===== config.mk =====
export PLATFORM = sky130hd
export DESIGN_NAME = d_kes_dc_accumulator
export DESIGN_NICKNAME = d
export VERILOG_FILES = /design/src/rtl/d_kes_dc_accumulator.sv
export SDC_FILE = /design/constraint.sdc
export NUM_CORES = 1
export LEC_CHECK = 0
export BUFFER_PORTS_ARGS = -buffer_cell sky130_fd_sc_hd__buf_2
export CAP_MARGIN = 20
export CORE_UTILIZATION = 24
export DETAILED_ROUTE_END_ITERATION = 10
export GPL_ROUTABILITY_DRIVEN = 0
export SLEW_MARGIN = 0
export SYNTH_ARGS = -nofsm -noshare
export SYNTH_HDL_FRONTEND = slang
export SYNTH_SLANG_ARGS = --single-unit

===== constraint.sdc =====
create_clock -name i_clk -period 1.45 [get_ports i_clk]
set_input_delay 0.145 -clock i_clk [delete_from_list [all_inputs] [get_ports i_clk]]
set_output_delay 0.145 -clock i_clk [all_outputs]
set_load 0.02 [all_outputs]

===== src/rtl/d_kes_dc_accumulator.sv =====
// KES discrepancy accumulator: 2-stage GF(2^m) XOR reduction of the PE_DC coefficient bus.
// Optional D_KES_DC_REG_OUT_EN adds an output register stage (RED3) before the valid pulse.

`ifndef D_KES_GF_ORDER
`define D_KES_GF_ORDER 12
`endif

module d_kes_dc_accumulator #(
    parameter int unsigned NUM_PE   = 8,
    parameter int unsigned GROUP_SZ = 4,
    parameter int unsigned T_MAX    = 14,
    parameter int unsigned CNT_W    = 4
) (
    input  logic                              i_clk,
    input  logic                              i_RESET_KES,
    input  logic                              i_stop_dec,
    input  logic                              i_EXECUTE_DC_ACC,
    input  logic [NUM_PE*`D_KES_GF_ORDER-1:0] i_coef_bus,
    output logic [`D_KES_GF_ORDER-1:0]        o_delta,
    output logic                              o_delta_valid,
    output logic                              o_delta_nonzero,
    output logic [CNT_W-1:0]                  o_iter_cnt,
    output logic                              o_iter_last,
    output logic                              o_busy
);

    localparam int unsigned GF_W    = `D_KES_GF_ORDER;
    localparam int unsigned NUM_GRP = NUM_PE / GROUP_SZ;

`ifdef D_KES_DC_REG_OUT_EN
    localparam int unsigned NumSt = 5;
`else
    localparam int unsigned NumSt = 4;
`endif

    localparam logic [NumSt-1:0] StIdle = NumSt'(1);
    localparam logic [NumSt-1:0] StCapt = NumSt'(2);
    localparam logic [NumSt-1:0] StRed1 = NumSt'(4);
    localparam logic [NumSt-1:0] StRed2 = NumSt'(8);
`ifdef D_KES_DC_REG_OUT_EN
    localparam logic [NumSt-1:0] StRed3 = NumSt'(16);
    localparam logic [NumSt-1:0] StLast = StRed3;
`else
    localparam logic [NumSt-1:0] StLast = StRed2;
`endif

    logic [NumSt-1:0] state_q, state_d;
    logic             pend_q, pend_d;
    logic             clear;

    logic [NUM_GRP-1:0][GF_W-1:0] part_d, part_q;
    logic [GF_W-1:0]              sum_d;
    logic [GF_W-1:0]              delta_q;
    logic                         nz_q;
    logic [CNT_W-1:0]             cnt_q;

    assign clear = i_RESET_KES | i_stop_dec;

    // An execute seen in the final cycle is queued and launched from IDLE on the next edge,
    // so back-to-back iterations keep a fixed cadence.
    always_comb begin
        state_d = state_q;
        pend_d  = pend_q;
        unique case (state_q)
            StIdle: begin
                if (pend_q || i_EXECUTE_DC_ACC) begin
                    state_d = StCapt;
                    pend_d  = 1'b0;
                end
            end
            StCapt: state_d = StRed1;
            StRed1: state_d = StRed2;
`ifdef D_KES_DC_REG_OUT_EN
            StRed2: state_d = StRed3;
            StRed3: begin
                state_d = StIdle;
                pend_d  = i_EXECUTE_DC_ACC;
            end
`else
            StRed2: begin
                state_d = StIdle;
                pend_d  = i_EXECUTE_DC_ACC;
            end
`endif
            default: begin
                state_d = StIdle;
                pend_d  = 1'b0;
            end
        endcase
    end

    always_ff @(posedge i_clk) begin
        if (clear) begin
            state_q <= StIdle;
            pend_q  <= 1'b0;
        end else begin
            state_q <= state_d;
            pend_q  <= pend_d;
        end
    end

    // Stage 1: per-group XOR of GROUP_SZ coefficients.
    always_comb begin
        part_d = '0;
        for (int unsigned g = 0; g < NUM_GRP; g++) begin
            for (int unsigned k = 0; k < GROUP_SZ; k++) begin
                part_d[g] = part_d[g] ^ i_coef_bus[(g*GROUP_SZ + k)*GF_W +: GF_W];
            end
        end
    end

    // Stage 2: XOR of the group partials.
    always_comb begin
        sum_d = '0;
        for (int unsigned g = 0; g < NUM_GRP; g++) begin
            sum_d = sum_d ^ part_q[g];
        end
    end

    always_ff @(posedge i_clk) begin
        if (clear) begin
            part_q <= '0;
        end else if (state_q == StCapt) begin
            part_q <= part_d;
        end
    end

`ifdef D_KES_DC_REG_OUT_EN
    logic [GF_W-1:0] delta_s2_q;
    logic            nz_s2_q;
    logic            last_q;

    always_ff @(posedge i_clk) begin
        if (clear) begin
            delta_s2_q <= '0;
            nz_s2_q    <= 1'b0;
            delta_q    <= '0;
            nz_q       <= 1'b0;
            last_q     <= 1'b0;
        end else begin
            if (state_q == StRed1) begin
                delta_s2_q <= sum_d;
                nz_s2_q    <= |sum_d;
            end
            if (state_q == StRed2) begin
                delta_q <= delta_s2_q;
                nz_q    <= nz_s2_q;
                last_q  <= (cnt_q == CNT_W'(T_MAX - 1));
            end
        end
    end

    assign o_iter_last = o_delta_valid & last_q;
    assign o_busy      = (state_q == StCapt) | (state_q == StRed1) | (state_q == StRed2) |
                         ((state_q == StIdle) & pend_q);
`else
    always_ff @(posedge i_clk) begin
        if (clear) begin
            delta_q <= '0;
            nz_q    <= 1'b0;
        end else if (state_q == StRed1) begin
            delta_q <= sum_d;
            nz_q    <= |sum_d;
        end
    end

    assign o_iter_last = o_delta_valid & (cnt_q == CNT_W'(T_MAX - 1));
    assign o_busy      = (state_q == StCapt) | (state_q == StRed1) |
                         ((state_q == StIdle) & pend_q);
`endif

    // Iteration counter advances after the valid cycle, so the pulse shows the pre-increment value.
    always_ff @(posedge i_clk) begin
        if (clear) begin
            cnt_q <= '0;
        end else if (state_q == StLast) begin
            if (cnt_q == CNT_W'(T_MAX - 1)) begin
                cnt_q <= '0;
            end else begin
                cnt_q <= cnt_q + CNT_W'(1);
            end
        end
    end

    assign o_delta         = delta_q;
    assign o_delta_nonzero = nz_q;
    assign o_delta_valid   = (state_q == StLast);
    assign o_iter_cnt      = cnt_q;

endmodule

==> flow_metrics.py <==
metrics = {
    "synth": {
        "ys_top_cells_by_area": "dfxtp_1, xnor2_1, a211oi_1, nor2_1, nor4b_4",
        "synth_area_mm2": 0.00238,
        "avgSynthCellArea_um2": 9.52,
        "postSynthCellCount": 250,
        "ys_seq_elements": 46,
        "yosys_warnings": 0,
        "synth_area_leader_cell": "dfxtp_1",
        "synth_top_area_share_pct": 38.7,
        "yosysUniqueCellTypes": 25,
        "syn_nets": 350,
        "ys_seq_area_share_pct": 38.7,
    },
    "critical_path": {
        "critPathMaxFanout": 3,
        "start_kind": "register",
        "crit_chain": "nor4b_4 -> nand3_2 -> nor3b_2 -> buf_4",
        "arrival_ns": 1.42,
        "end_kind": "output port",
        "path_buf_inv": 1,
        "cpMaxStageDelayCell": "dfxtp_2",
        "max_stage_delay_ns": 0.34,
        "worstPathRequired_ns": 1.31,
        "crit_type": "register to output port",
        "cp_top_family": "simple AND/OR/NAND/NOR gates",
    },
    "cts": {
        "hold_buffers": 0,
        "cts_tree": "built",
        "insertion_delay_ns": 0.29,
        "clk_pin_slew_ns": 0.08,
        "cts-htree-levels": 2,
        "cts_num_sinks": 46,
        "cts_buffers": 5,
        "cts_root_buffer": "clkbuf_8",
        "cts_buffer_depth": 2,
    },
    "finish": {
        "nNetsFinal": 491,
        "areaGrowthSynthToFinish_pct": 60.8,
        "postLayoutCoreUtil_pct": 40.7,
        "layout-drive-gt1-share_pct": 47.2,
        "seqCellArea_um2": 928,
        "antenna_cells": 0,
        "fin_cells": 521,
        "multiInputGateArea_mm2": 0.00158,
        "fillers": 940,
        "final_area_mm2": 0.00383,
    },
    "sta": {
        "relSlewSlack_pct": 75.1,
        "hold_viol": 0,
        "period_share_pct": 108,
        "timing.fmax_mhz": 637,
        "holdWs_ns": 0.0471,
        "tightest_slew_ns": 0.374,
        "rsz0062_at_grt": "yes",
        "setup_slack_ns": -0.119,
        "setup_viol": 32,
        "fin_skew_ns": 0.00484,
        "fin_crit_ns": 1.57,
        "slew_viol_final": 0,
    },
    "grt": {
        "grt_pass1_vias": 2137,
        "track_usage_pct": 12.3,
        "antenna_found_initial": 0,
        "grt.overflow.total": 0,
        "grt_max_degree": 31,
        "grt_pass1_wl_um": 9890,
    },
    "die": {
        "die_y_um": 102,
        "placeableCoreArea_mm2": 0.00942,
        "fp-row-count": 35,
        "initial_core_util_pct": 25.3,
        "io_pins": 120,
        "die_w_um": 102,
        "dieArea_mm2": 0.0103,
    },
    "routing": {
        "drc": 0,
        "final_antenna_net_count": 0,
        "first_pass_iters": 4,
        "vias_per_cell": 4.25,
        "wire_per_inst_um": 12.4,
        "routed_wl_um": 6450,
        "via_count": 2215,
        "drt_iter0_drc": 61,
    },
    "placement": {
        "dpl_cell_area_mm2": 0.00321,
        "port_buffers": 119,
        "pre_cts_ws_ns": -0.0726,
        "dp_hpwl_um": 4130,
        "dpl.cell_count": 495,
    },
    "power_and_ir_drop": {
        "p_leak_uw": 0.00147,
        "ir_worst_vdd_mv": 0.343,
        "power_density_mw_per_mm2": 715,
    },
    "outcome": {
        "status": "finished with violations",
        "violations": "setup timing",
    },
    "min_path": {
        "hold_path.class": "input pin to register",
    },
    "run": {
        "drv_cap": 0,
    },
}
## worst paths after layout
check	from	endpoint	slack, ns	depth (start not counted)
setup / recovery	state_q[1]$_SDFFE_PP0P_	o_iter_last	-0.12	4
hold / removal	i_RESET_KES	state_q[2]$_SDFFE_PP0P_	0.05	2
setup reg to reg	state_q[2]$_SDFFE_PP0P_	part_q[11]$_SDFFE_PP0P_	-0.11	7
hold reg to reg	o_delta[1]$_SDFFE_PP0P_	o_delta[1]$_SDFFE_PP0P_	0.49	2
## state kept, by name, indices dropped and copies added, names as in the netlist
register         flops
o_delta             12
o_delta_nonzero      1
part_q              24
o_iter_cnt           4
state_q              4
pend_q               1
## layer usage
layer	vias to the layer above	part of all wire, %	GRT usage [%]	routed length, µm
met5	-	0	0	0
met3	2	6.0	2.62	385
li1	1131	-	-	-
met4	0	0.29	2.68	19
met1	1010	45	15.1	2890
met2	72	49	22.1	3150
## kinds of logic after synthesis
group	share of synthesized area, %
xor+xnor	31.3
simple gates	13.3
flops	38.7
compound gates	13.0
buf+inv	2.10
mux	1.68
## Yosys cell counts
| library cell | count |
|---|---|
| nor3b_1 | 3 |
| nand4_1 | 2 |
| xnor2_1 | 81 |
| o21ai_0 | 2 |
| a311oi_1 | 1 |
| nor4_1 | 1 |
| or2_2 | 1 |
| nand4b_1 | 1 |
| xor2_1 | 4 |
| dfxtp_1 | 46 |
| a211oi_1 | 32 |
| and2_1 | 1 |
| or3b_1 | 1 |
| buf_2 | 4 |
| mux2i_1 | 4 |
| nor4b_4 | 2 |
| clkbuf_1 | 8 |
| nand3_1 | 1 |
| o31ai_1 | 1 |
| nand2_1 | 4 |
| a21oi_1 | 5 |
| nor4b_1 | 1 |
| a211o_1 | 2 |
| nor4b_2 | 1 |
| nor2_1 | 41 |
## cells in the final DEF, fill, tap and decap left out
cell | netlist | layout
nor3b_4 | 0 | 1
and2_1 | 1 | 1
or3b_1 | 1 | 1
dfxtp_2 | 0 | 3
or2_2 | 1 | 1
nor3b_2 | 0 | 1
clkbuf_1 | 8 | 2
xor2_1 | 4 | 4
nand3_2 | 0 | 1
buf_12 | 0 | 6
buf_4 | 0 | 9
mux2i_1 | 4 | 4
nor4b_4 | 2 | 4
o21ai_0 | 2 | 2
buf_2 | 4 | 116
clkbuf_8 | 0 | 5
nor2_1 | 41 | 35
a211o_1 | 2 | 2
a21oi_1 | 5 | 5
nor3b_1 | 3 | 1
nor2_4 | 0 | 6
bufinv_16 | 0 | 1
nand2_1 | 4 | 4
dfxtp_4 | 0 | 1
nor4_1 | 1 | 1
buf_6 | 0 | 7
nand4_1 | 2 | 2
o31ai_1 | 1 | 1
dfxtp_1 | 46 | 42
a211oi_1 | 32 | 17
xnor2_1 | 81 | 81
a311oi_1 | 1 | 1
a211oi_2 | 0 | 15
buf_16 | 0 | 4
nand4b_1 | 1 | 1
clkbuf_16 | 0 | 4
## per-stage QoR
stage / total power (µW) / TNS (ns)
2_1_floorplan: 1600 / -0.296
3_3_place_gp: 1790 / -0.0133
3_5_place_dp: 1800 / -1.10
4_1_cts: 2770 / -0.985
5_1_grt: 2870 / -4.93
6_report: 2740 / -2.35
## power by group
part | internal [µW] | switching (µW)
Clock | 516 | 407
Sequential | 1270 | 6.22
Combinational | 314 | 227
## area by class of cell
type	instances	area share, %
Clock buffer	7	1.99
Tap cell	129	4.22
Clock inverter	1	0.784
Timing Repair Buffer	146	27.6
Sequential cell	46	24.2
Multi-Input combinational cell	192	41.1
## repair_timing
item,4_1_cts,5_1_grt
pin swaps,22,12
cloned,4,4
endpoints found under the setup margin,29,44
resized for setup,37,14
buffers inserted,9,1
(Power assumes the default switching activity.)
